## config.mk

```make
export PLATFORM = sky130hd
export DESIGN_NAME = fetch_stage
export DESIGN_NICKNAME = d
export VERILOG_FILES = /design/src/rtl/fetch_pkg.sv /design/src/rtl/pc_flopr_en.sv /design/src/rtl/fetch_stage.sv
export SDC_FILE = /design/constraint.sdc
export NUM_CORES = 1
export LEC_CHECK = 0
export ABC_AREA = 1
export CORE_UTILIZATION = 51
export DETAILED_ROUTE_END_ITERATION = 16
export GPL_ROUTABILITY_DRIVEN = 0
export PLACE_DENSITY = 0.93
export RECOVER_POWER = 50
export SLEW_MARGIN = 10
export SYNTH_ARGS = -nofsm -noshare
export SYNTH_HDL_FRONTEND = slang
export SYNTH_SLANG_ARGS = --single-unit
```

## constraint.sdc

```tcl
create_clock -name clk -period 9.85 [get_ports clk]
set_input_delay 2.955 -clock clk [delete_from_list [all_inputs] [get_ports clk]]
set_output_delay 2.955 -clock clk [all_outputs]
set_load 0.02 [all_outputs]
```

## src/rtl/fetch_pkg.sv

```systemverilog
// Shared constants and types for the LEGv8 instruction-fetch stage.
// HALT_INSTR and fetch_state_t are only used when FETCH_HALT_DETECT_EN is defined.
package fetch_pkg;

  localparam int          PC_STEP    = 4;
  localparam logic [31:0] NOP_INSTR  = 32'h0000_0000;
  // CBZ XZR to itself: the end-of-program idiom.
  localparam logic [31:0] HALT_INSTR = 32'hb400_001f;

  typedef enum logic {
    RUN  = 1'b0,
    HALT = 1'b1
  } fetch_state_t;

endpackage

```

## src/rtl/pc_flopr_en.sv

```systemverilog
// Parameterised register with enable and asynchronous active-high reset to zero.
// Holds the program counter for the fetch stage.
module pc_flopr_en #(
  parameter int W = 64
) (
  input  logic         clk,
  input  logic         reset,
  input  logic         en,
  input  logic [W-1:0] d,
  output logic [W-1:0] q
);

  // Load d on enabled rising edges; reset clears the register at any time.
  always_ff @(posedge clk or posedge reset) begin
    if (reset) begin
      q <= '0;
    end else if (en) begin
      q <= d;
    end
  end

endmodule

```

## src/rtl/fetch_stage.sv

```systemverilog
// Instruction-fetch stage of the LEGv8 pipeline. It owns the PC, drives the
// combinational ROM word address and registers {pc, instr, valid} into IF/ID.
// Supports stall, branch redirect (which also flushes IF/ID) and wrap-around
// ROM addressing.
// Optional halt detection is built when FETCH_HALT_DETECT_EN is defined.
module fetch_stage
  import fetch_pkg::*;
#(
  parameter int N  = 64,
  parameter int AW = 6
) (
  input  logic          clk,
  input  logic          reset,
  input  logic          stall,
  input  logic          redirect,
  input  logic [N-1:0]  redirect_target,
  output logic [AW-1:0] imem_addr,
  input  logic [31:0]   imem_q,
  output logic [N-1:0]  if_id_pc,
  output logic [31:0]   if_id_instr,
  output logic          if_id_valid,
  output logic [N-1:0]  pc_out,
  output logic          halted
);

  logic [N-1:0] pc_q;
  logic [N-1:0] pc_d;
  logic         pc_en;
  logic         in_halt;

  // A redirect beats a stall, because the stall belongs to the squashed
  // younger instruction. While halted, the PC is frozen.
  always_comb begin
    pc_d  = pc_q + N'(PC_STEP);
    pc_en = 1'b0;
    if (!in_halt) begin
      if (redirect) begin
        pc_d  = {redirect_target[N-1:2], 2'b00};
        pc_en = 1'b1;
      end else if (!stall) begin
        pc_en = 1'b1;
      end
    end
  end

  pc_flopr_en #(.W(N)) u_pc (
    .clk   (clk),
    .reset (reset),
    .en    (pc_en),
    .d     (pc_d),
    .q     (pc_q)
  );

  // PCs at or beyond the ROM size alias onto the ROM by dropping the upper bits.
  assign imem_addr = pc_q[AW+1:2];
  assign pc_out    = pc_q;

  // IF/ID register: insert a bubble on halt or redirect, hold on stall,
  // otherwise capture the word fetched this cycle.
  always_ff @(posedge clk or posedge reset) begin
    if (reset) begin
      if_id_pc    <= '0;
      if_id_instr <= NOP_INSTR;
      if_id_valid <= 1'b0;
    end else if (in_halt || redirect) begin
      if_id_pc    <= '0;
      if_id_instr <= NOP_INSTR;
      if_id_valid <= 1'b0;
    end else if (!stall) begin
      if_id_pc    <= pc_q;
      if_id_instr <= imem_q;
      if_id_valid <= 1'b1;
    end
  end

`ifdef FETCH_HALT_DETECT_EN
  fetch_state_t state_q;
  fetch_state_t state_d;

  // Halt state register; only reset brings the stage back to RUN.
  always_ff @(posedge clk or posedge reset) begin
    if (reset) begin
      state_q <= RUN;
    end else begin
      state_q <= state_d;
    end
  end

  // Halt once the end-of-program idiom is actually registered into IF/ID.
  always_comb begin
    state_d = state_q;
    if (state_q == RUN && !stall && !redirect && imem_q == HALT_INSTR) begin
      state_d = HALT;
    end
  end

  // The halt flag is decoded directly from the registered state.
  always_comb begin
    in_halt = 1'b0;
    if (state_q == HALT) begin
      in_halt = 1'b1;
    end
  end
`else
  assign in_halt = 1'b0;
`endif

  assign halted = in_halt;

endmodule

```

=== Word-level counts from Yosys, hierarchy flattened ===
Index checks and enable logic that the tools add are counted.

* Word-level logic and storage cells: 15
* Output and inout port bits: 168
* Input bits: 100
* Register bits after elaboration: 161

* Muxes and demuxes: 9
* Equality and inequality tests: 1
* Add/subtract/negate cells: 1

{| class="wikitable"
|+ Operators by type and width
! kind !! number
|-
| 2-to-1 mux 64 bit || 3
|-
| adder 64 x 3 -> 64 bit (second input constant) || 1
|-
| 2-to-1 mux 32 bit || 2
|-
| 2-to-1 mux 1 bit || 4
|-
| inequality test 2 x 1 -> 1 bit (second input constant) || 1
|}

=== Longest topological paths before layout ===
Gate-level depths: netlist of run 1.

* Depth after elaboration: 2
* Depth in mapped cells: 12
* Gate-level depth less buffers: 12

=== Modules after synthesis ===
From an unflattened synthesis of run 1, not the netlist that was laid out.

* Cells, all modules: 1,300
* Area total of the unflattened synthesis: 9,069.9 um^2

{| class="wikitable"
|+ Modules (own cells, without submodules)
! module !! times used !! cells an instance !! area an instance (um^2)
|-
| fetch_stage || 1 || 1,029 || 6,620.1
|-
| pc_flopr_en || 1 || 271 || 2,449.8
|}

=== Worst setup path after synthesis of run 1 ===
OpenSTA, ideal clock, no wires.

* Kind: input -> register
* Start point: in redirect
* End point: reg u_pc.q[44]
* Cell stages on the path: 9
* Library setup time: 0.117 ns
* Arrival: 3.860 ns
* Slack: 5.873 ns
* Required time: 9.733 ns
* Cell sequence: buf_2 > nor2_4 > inv_1 > buf_2 > clkbuf_1 > o21ai_0 > inv_1 > nand2_1 > nand2_1

* Word-level cells in the longest chain between the ends: 1

{| class="wikitable"
|+ RTL lines
! what !! RTL line !! source
|-
| from (decl) || fetch_stage.sv:15 || <nowiki>input logic redirect,</nowiki>
|-
| 2-to-1 mux 64 bit / 2-to-1 mux 1 bit (equally long branches) || fetch_stage.sv:37 || <nowiki>if (redirect) begin</nowiki>
|-
| to (signal assigned) || pc_flopr_en.sv:16 || <nowiki>q <= '0;</nowiki>
|-
| to (signal assigned) || pc_flopr_en.sv:18 || <nowiki>q <= d;</nowiki>
|-
| to (decl) || pc_flopr_en.sv:10 || <nowiki>output logic [W-1:0] q</nowiki>
|}

Several ways; a longest one is shown, not always the timed one.
A chain may end at the register's enable or synchronous reset.

=== Final worst setup path of run 1 ===
* Start point: in redirect
* End point: reg u_pc.q[36]

Same word-level chain as after synthesis.

==> results.tsv, run 1 <==
stage	metric	value	unit
sta	Worst-Margin Slew	3.42	ns
clock_tree	# clock sinks	158	
min_path	Hold Crit Class	reg2reg	
setup_path	CP Buf/Inv Count	4	
finish	commonest non-fill, non-tap cells in the layout	374 x nand2_1, 158 x dfrtp_1, 139 x o21ai_0	
drt	Final Routed Wirelength	28.8	mm
place	Placed Cells incl. Taps	1597	
drt	DR iter-0 viols	1062	
floorplan	FP Rows	46	
setup_path	CP delay by family, top	buffers and inverters	
finish	Area growth, synth to finish	38.2	%
setup_path	CP max stage cell	clkinvlp_2	
setup_path	CP Data Required Time	10.17	ns
synth	Avg Inst Size Synth	7.26	um^2
sta	Final Slew Violations	108	
drt	drt wl/cell	17.7	um
synth	Yosys Warn Count	0	
drt	DRC Markers	0	
sta	skew final	0.0104	ns
synth	post-synth design cell area	8480	um^2
clock_tree	total CTS buffers	17	
drt	via/cell ratio	5.69	
global_routing	first-pass GRT wire length	44.7	mm
floorplan	initial core utilization	52.8	%
drt	via count	9253	
run_status	failing checks	capacitance limit, slew limit	
clock_tree	Skew-Pair Late Insertion Delay	0.44	ns
global_routing	largest net degree at the start of global routing	97	
flow_run	max-cap check violation count	2	
setup_path	WP data arrival	6.97	ns
power_and_ir_drop	P_leak	5.64	nW
finish	post-layout util	73.0	%
sta	Worst slew margin	-129	%
power_and_ir_drop	total power	0.00189	W
floorplan	die width	131	um
clock_tree	post_cts resized	0	
synth	FF+latch count, synth	158	
sta	Max Fclk	151	MHz
floorplan	chip height	131	um
clock_tree	Post-CTS Setup Bufs	0	
sta	final setup violating endpoints	0	
finish	non-filler instance count after layout	1627	
setup_path	worst-path maximum fanout	81	
synth	Seq/Total Area, Yosys	46.6	%
finish	NumNets Final	1501	
place	port bufs	262	
floorplan	core area	16100	um^2
global_routing	vias in the first global route	8932	
floorplan	io pins	268	
setup_path	CP peak stage delay	1.15	ns
global_routing	Overall Global Routing Usage	34.8	%
setup_path	critical path, cell by cell	dlygate4sd3_1 -> clkbuf_1 -> clkinvlp_2 -> buf_4 -> or2_2 -> nand3_1 -> nand2_1	
run_status	outcome	complete, but fails checks	
finish	diode count	0	
sta	RSZ-0062 raised after global routing	no	
setup_path	Critical Path Stages	7	
finish	commonest non-fill, non-tap cell in the layout	nand2_1	
sta	endpoints failing hold	0	
clock_tree	CTS tree	done	
min_path	depth of the worst hold-timing path	2	
power_and_ir_drop	PwrDens	161	nW/um^2
finish	layout cell share with drive strength beyond 1	4.32	%
global_routing	antenna violations before repair	0	
drt	DR pass1 iterations	7	
place	DP HPWL	20.2	mm
clock_tree	H-tree depth	4	
sta	fin crit share	67.4	%
setup_path	r2r worst-path depth	10	
sta	setup tns final	0	ns
setup_path	Worst setup EP type	flop	
clock_tree	clock root buffer	clkbuf_16	
drt	Post-DRT Antenna Nets	0	
power_and_ir_drop	maximum vdd ir drop	118	uV
setup_path	critical path class	in2reg	
setup_path	Worst setup SP type	input port	
clock_tree	clock slew at reported path FFs	0.06	ns
synth	distinct cell type count after synthesis	30	
global_routing	total gr overflow	0	
synth	Cells after Synth	1168	
sta	minimum clock period	6.64	ns
clock_tree	maximum clock path buffer count	2	
clock_tree	hold buffers post-CTS	0	
floorplan	die area	17200	um^2
power by group:
| group | internal, W | total (W) | switching (W) |
|---|---|---|---|
| combinational | 0.000184 | 0.000445 | 0.000261 |
| sequential | 0.000709 | 0.000783 | 0.0000743 |
| clock | 0.000383 | 0.000657 | 0.000274 |
| total | 0.00128 | 0.00189 | 0.000610 |
state kept, by name (all words and copies together) (netlist names):
register and cells:
u_pc.q 62, if_id_pc 63, if_id_valid 1, if_id_instr 32
tightest hold or removal path, cell delays in order, from the launching register on:
cell and delay, ns:
dfrtp_1 0.34, nand2_1 0.05, nand2_1 0.04
per-stage QoR:
step	setup WS, ns	hold slack [ns]	area [um^2]
5_1_grt	3.05	0.486	11700
3_3_place_gp	3.90	0.454	11200
4_1_cts	4.28	0.473	11700
2_1_floorplan	2.63	0.584	8490
6_report	3.21	0.465	11700
3_5_place_dp	3.82	0.458	11200
routing by layer:
metal | track usage [%] | wire length, um | vias to the layer above
li1 | - | - | 4200
met1 | 41.4 | 10500 | 4310
met2 | 55.3 | 13200 | 612
met3 | 9.45 | 3180 | 131
met4 | 23.7 | 1850 | 0
met5 | 0 | 0 | -
kinds of logic (layout without fill, tap and decap cells):
group                      Yosys count  after routing  synth area share (%)
DFF                                158            158                  46.6
adders and majority gates            1              1                 0.147
AOI/OAI and AO/OA                  225            225                  15.5
buffers and inverters              186            427                  8.97
and+or+nand+nor                    597            597                  28.7
other                                1              3                0.0442
cells in the mapped netlist (all sizes together):
master,instances,area share (%)
o211ai,13,1.2
or2,1,0.074
nor2,141,7.0
o21ai,149,8.8
nand3b,1,0.089
ha,1,0.15
clkbuf,22,0.97
o21bai,3,0.27
and2,1,0.074
dfrtp,158,47
a22o,33,3.4
inv,130,5.8
a211oi,2,0.18
nand4,5,0.37
nand3,64,3.8
a21oi,13,0.77
o22ai,9,0.66
conb,1,0.044
nand2,384,17
buf,34,2.2
o221ai,3,0.31
layout make-up:
class	instances	area (um^2)
Clock inverter	10	116
Clock buffer	20	457
Multi-Input combinational cell	826	3780
Inverter	130	490
Sequential cell	158	3950
Timing Repair Buffer	267	2660
Fill cell	1251	4340
Tap cell	216	270
worst paths after layout:
kind	from	end	slack (ns)
max in group asynchronous	reset	if_id_pc[23]	3.70
worst min-delay path	if_id_pc[50]	if_id_pc[50]	0.47
min in group asynchronous	reset	if_id_instr[20]	3.96
worst max register to register	u_pc.q[3]	u_pc.q[56]	7.54
worst max-delay path	redirect	u_pc.q[36]	3.21
worst min register to register	if_id_pc[50]	if_id_pc[50]	0.47
Power figures use the tool's default switching activity.
==> run 2: changes to the inputs <==
CORE_UTILIZATION = 47   (was 51)
PLACE_DENSITY = 0.87   (was 0.93)
clock period = 6.6 ns   (was 9.85 ns; I/O delays follow)
==> results.tsv, run 2 (synthesis gave the netlist of run 1 again) <==
stage	metric	value	unit	change
sta	RSZ-0062 raised after global routing	no		
global_routing	vias in the first global route	8605		-3.7%
power_and_ir_drop	P_leak	5.53	nW	-1.9%
setup_path	critical path class	in2reg		
run_status	failing checks	capacitance limit, slew limit		
place	port bufs	262		unchanged
floorplan	initial core utilization	48.5	%	-4.3 points
setup_path	worst-path maximum fanout	38		-53%
sta	setup tns final	0	ns	unchanged
min_path	Hold Crit Class	reg2reg		
floorplan	FP Rows	48		+4.3%
global_routing	total gr overflow	0		unchanged
finish	largest registers	if_id_pc (63), u_pc.q (62), if_id_instr (32)		
flow_run	max-cap check violation count	3		+1
setup_path	CP Data Required Time	6.92	ns	-3.25 ns
drt	DRC Markers	0		unchanged
setup_path	CP Launch Point	redirect		
power_and_ir_drop	total power	0.00292	W	+55%
setup_path	r2r setup slk	4.31	ns	-3.23 ns
clock_tree	clock root buffer	clkbuf_16		
place	DP HPWL	20.5	mm	+1.1%
drt	Final Routed Wirelength	28.6	mm	-0.58%
global_routing	largest net degree at the start of global routing	95		-2.1%
setup_path	worst r2r src	u_pc.q[3]		
global_routing	antenna violations before repair	1		+1
finish	Area growth, synth to finish	39.4	%	
drt	Post-DRT Antenna Nets	0		unchanged
floorplan	io pins	268		unchanged
finish	diode count	0		unchanged
setup_path	WP data arrival	5.38	ns	-1.59 ns
setup_path	Worst setup EP type	flop		
clock_tree	H-tree depth	4		unchanged
finish	max reg flops	63		unchanged
clock_tree	Skew-Pair Late Insertion Delay	0.44	ns	about the same
power_and_ir_drop	PwrDens	247	nW/um^2	+54%
drt	via count	9095		-1.7%
sta	Final Slew Violations	98		-9.3%
finish	Most flops, register	if_id_pc		
setup_path	Worst setup SP type	input port		
global_routing	first-pass GRT wire length	44.2	mm	-1.2%
finish	commonest non-fill, non-tap cells in the layout	374 x nand2_1, 218 x clkdlybuf4s50_1, 158 x dfrtp_1		
floorplan	die area	18600	um^2	+8.4%
finish	layout cell share with drive strength beyond 1	4.38	%	+0.052 points
finish	NumNets Final	1505		+0.27%
sta	Worst-Margin Slew	1.92	ns	-1.51 ns
clock_tree	hold buffers post-CTS	0		unchanged
floorplan	core area	17500	um^2	+8.8%
sta	skew final	0.0127	ns	+0.00226 ns
clock_tree	clock slew at reported path FFs	0.06	ns	about the same
global_routing	Overall Global Routing Usage	31.6	%	-3.2 points
finish	non-filler instance count after layout	1642		+0.92%
floorplan	die width	136	um	+4.1%
run_status	outcome	complete, but fails checks		
clock_tree	Post-CTS Setup Bufs	0		unchanged
sta	final setup violating endpoints	0		unchanged
clock_tree	maximum clock path buffer count	2		unchanged
finish	# fillers	1388		+11%
floorplan	chip height	136	um	+4.1%
sta	fin crit share	76.7	%	
clock_tree	CTS tree	done		
setup_path	crit path to	u_pc.q[50]		
sta	minimum clock period	5.06	ns	
clock_tree	post_cts resized	0		unchanged
drt	via/cell ratio	5.54		-2.6%
setup_path	worst reg2reg endpoint	u_pc.q[56]		
finish	commonest non-fill, non-tap cell in the layout	nand2_1		
clock_tree	total CTS buffers	17		unchanged
sta	Worst slew margin	-27.8	%	+100 points
drt	DR pass1 iterations	6		-1
sta	endpoints failing hold	0		unchanged
setup_path	r2r worst-path depth	10		unchanged
sta	worst hold slack	0.470	ns	+0.00442 ns
drt	drt wl/cell	17.4	um	-1.5%
sta	Max Fclk	198	MHz	
power_and_ir_drop	maximum vdd ir drop	188	uV	+59%
place	Placed Cells incl. Taps	1610		+0.81%
drt	DR iter-0 viols	998		-6.0%
clock_tree	# clock sinks	158		unchanged
-- run 2: metal layers --
metal	global-route usage, %	part of all wire (%)	vias up
met5	0	0	-
met4	17.6	5.0	0
met3	8.61	11	106
met2	49.1	45	583
met1	39.6	38	4208
li1	-	-	4198
-- run 2: power breakdown --
| group | switching (W) | internal, W | leakage (nW) |
|---|---|---|---|
| registers | 0.000114 | 0.00106 | 2.01 |
| logic | 0.000386 | 0.000292 | 3.22 |
| clock network | 0.000407 | 0.000667 | 0.305 |
-- run 2: layout make-up --
| cell class | instances | area [um^2] | area share, % |
|---|---|---|---|
| Clock inverter | 8 | 154 | 1.30 |
| Inverter | 130 | 493 | 4.17 |
| Tap cell | 225 | 282 | 2.38 |
| Multi-Input combinational cell | 826 | 3780 | 32.0 |
| Timing Repair Buffer | 271 | 2680 | 22.7 |
| Clock buffer | 24 | 482 | 4.08 |
| Sequential cell | 158 | 3950 | 33.4 |
-- run 2: through the flow --
stage	instance area, um^2	utilization, %	setup WS [ns]
2_1_floorplan	8490	-	0.357
3_3_place_gp	11200	64.1	2.03
3_5_place_dp	11200	64.1	1.97
4_1_cts	11800	67.7	2.42
5_1_grt	11800	67.6	1.39
6_report	11800	67.6	1.54
-- run 2: worst min-delay path by stage --
stage            startpoint            to  cells past startpoint
2_1_floorplan  if_id_pc[13]  if_id_pc[13]                      2
3_3_place_gp   if_id_pc[50]  if_id_pc[50]                      2
3_5_place_dp   if_id_pc[50]  if_id_pc[50]                      2
4_1_cts        if_id_pc[50]  if_id_pc[50]                      2
5_1_grt        if_id_pc[49]  if_id_pc[49]                      2
6_report       if_id_pc[49]  if_id_pc[49]                      2
-- run 2: critical path, cell delays in order --
cell and delay [ns]:
dlygate4sd3_1 0.53, clkbuf_1 1.11, inv_2 0.67, buf_4 0.43
o21ai_0 0.38, o21bai_1 0.18, nand2_1 0.06
==> run 3: changes to the inputs <==
CORE_UTILIZATION = 43   (was 47)
PLACE_DENSITY = 0.84   (was 0.87)
clock period = 4.3 ns   (was 6.6 ns; I/O delays follow)
==> results.tsv, run 3 (synthesis gave the netlist of run 1 again) <==
stage	metric	value	unit	change
setup_path	critical path class	in2reg		
setup_path	worst r2r src	u_pc.q[3]		
global_routing	Overall Global Routing Usage	29.3	%	-2.3 points
power_and_ir_drop	power share of the combinational group	23.7	%	+0.5 points
drt	DRC Markers	0		unchanged
floorplan	die area	20300	um^2	+9.2%
finish	Most flops, register	if_id_pc		
power_and_ir_drop	PwrDens	372	nW/um^2	+50%
place	Setup Slack @ Placement	1.02	ns	-0.955 ns
power_and_ir_drop	Seq pwr share	40.6	%	+0.5 points
setup_path	critical path, cell by cell	dlygate4sd3_1 -> nor2_1 -> inv_1 -> buf_4 -> o21ai_0 -> o21ai_1		
finish	max reg flops	63		unchanged
setup_path	CP Launch Point	redirect		
finish	diode count	0		unchanged
clock_tree	CTS tree	done		
floorplan	chip height	142	um	+4.5%
sta	Worst slew margin	31.9	%	+60 points
power_and_ir_drop	P_leak	5.54	nW	about the same
setup_path	worst-path maximum fanout	25		-34%
global_routing	vias in the first global route	8586		-0.22%
min_path	sink of the worst hold path	if_id_pc[33]		
sta	fin crit share	76.9	%	
clock_tree	clock root buffer	clkbuf_16		
clock_tree	post_cts resized	0		unchanged
setup_path	Worst setup SP type	input port		
min_path	depth of the worst hold-timing path	2		unchanged
finish	commonest non-fill, non-tap cell in the layout	nand2_1		
setup_path	r2r setup slk	2.06	ns	-2.25 ns
drt	drt wl/cell	17.4	um	about the same
min_path	Hold Crit Class	reg2reg		
setup_path	CP delay by family, top	buffers and inverters		
finish	final instance area	11900	um^2	+0.74%
sta	fin worst setup slack	0.994	ns	-0.545 ns
power_and_ir_drop	cell internal pwr	0.00301	W	+49%
drt	Post-DRT Antenna Nets	0		unchanged
global_routing	first-pass GRT wire length	45.0	mm	+1.7%
setup_path	r2r worst-path depth	10		unchanged
place	DP Area	11300	um^2	+1.0%
global_routing	largest net degree at the start of global routing	159		+67%
drt	via/cell ratio	5.36		-3.3%
clock_tree	hold buffers post-CTS	0		unchanged
sta	minimum clock period	3.31	ns	
run_status	outcome	complete, no violations		
setup_path	CP Buf/Inv Count	3		-1
sta	RSZ-0062 raised after global routing	no		
finish	Area growth, synth to finish	40.4	%	
drt	Final Routed Wirelength	29.3	mm	+2.5%
finish	layout cell share with drive strength beyond 1	4.72	%	+0.35 points
floorplan	die width	142	um	+4.5%
setup_path	Worst setup EP type	flop		
place	port bufs	262		unchanged
drt	DR pass1 iterations	6		unchanged
clock_tree	Skew-Pair Late Insertion Delay	0.43	ns	about the same
finish	largest registers	if_id_pc (63), u_pc.q (62), if_id_instr (32)		
clock_tree	Post-CTS Setup Bufs	0		unchanged
setup_path	CP Data Required Time	4.65	ns	-2.27 ns
sta	worst hold slack	0.476	ns	+0.00609 ns
power_and_ir_drop	Sw Ratio	31.9	%	+0.90 points
clock_tree	clock slew at reported path FFs	0.07	ns	about the same
flow_run	max-cap check violation count	0		-3
clock_tree	maximum clock path buffer count	2		unchanged
sta	Worst-Margin Slew	1.02	ns	-0.896 ns
setup_path	CP max stage cell	dlygate4sd3_1		
min_path	hold_sp	if_id_pc[33]		
power_and_ir_drop	NetSw	0.00141	W	+56%
setup_path	CP peak stage delay	0.84	ns	-0.27 ns
clock_tree	total CTS buffers	17		unchanged
global_routing	total gr overflow	0		unchanged
floorplan	io pins	268		unchanged
global_routing	antenna violations before repair	1		unchanged
sta	setup tns final	0	ns	unchanged
floorplan	FP Rows	51		+6.3%
drt	DR iter-0 viols	711		-29%
power_and_ir_drop	maximum vdd ir drop	294	uV	+57%
sta	endpoints failing hold	0		unchanged
setup_path	WP data arrival	3.66	ns	-1.72 ns
sta	Max Fclk	303	MHz	
finish	post-layout util	61.4	%	-6.2 points
finish	NumNets Final	1507		+0.13%
drt	via count	9020		-0.82%
sta	skew final	0.00933	ns	-0.00333 ns
clock_tree	# clock sinks	158		unchanged
setup_path	worst reg2reg endpoint	u_pc.q[56]		
place	DP HPWL	21.0	mm	+2.6%
floorplan	core area	19400	um^2	+11%
finish	commonest non-fill, non-tap cells in the layout	374 x nand2_1, 225 x clkdlybuf4s50_1, 158 x dfrtp_1		
power_and_ir_drop	clock group share of total power	35.7	%	-1.0 points
sta	final setup violating endpoints	0		unchanged
sta	Final Slew Violations	0		-100%
clock_tree	H-tree depth	4		unchanged
floorplan	initial core utilization	43.7	%	-4.8 points
## run 3: stage by stage
stage | power, W | std cells
after floorplan | 0.00233 | 1170
after global placement | 0.00285 | 1652
after detailed placement | 0.00287 | 1652
after CTS | 0.00445 | 1684
after global routing | 0.00462 | 1684
final | 0.00443 | 1684
## run 3: layer usage
metal  track usage (%)  vias to the layer above  routed length (um)
met1              36.1                     4218               11400
li1                  -                     4210                   -
met3              8.01                       89                2910
met2              47.0                      503               13600
met5                 0                        -                   0
met4              15.3                        0                1460
## run 3: worst max path at each step
stage	slack, ns	cells past startpoint	endpoint
after floorplan	1.01	1	if_id_instr[0]
after global placement	1.05	7	u_pc.q[49]
after detailed placement	1.02	7	u_pc.q[13]
after CTS	1.27	1	pc_out[50]
after global routing	0.88	7	u_pc.q[49]
final	0.99	6	u_pc.q[22]
## run 3: tightest hold or removal path, cell delays in order (launching register included)
cell,delay [ns]
dfrtp_1,0.34
nand2_1,0.05
o21ai_0,0.06
## run 3: layout make-up
cell class,count,area (um^2)
sequential,158,3950
clock buffer,19,443
tap,265,332
timing repair buffer,273,2760
clock inverter,13,163
multi-input combinational,826,3770
fill,1694,7490
inverter,130,492
## run 3: power by group through the flow
stage	logic (W)	clock network, W	registers [W]
3_5_place_dp	0.00106	0	0.00182
5_1_grt	0.00114	0.00166	0.00181
3_3_place_gp	0.00104	0	0.00181
6_report	0.00105	0.00158	0.00180
2_1_floorplan	0.000392	0	0.00194
4_1_cts	0.00106	0.00160	0.00179
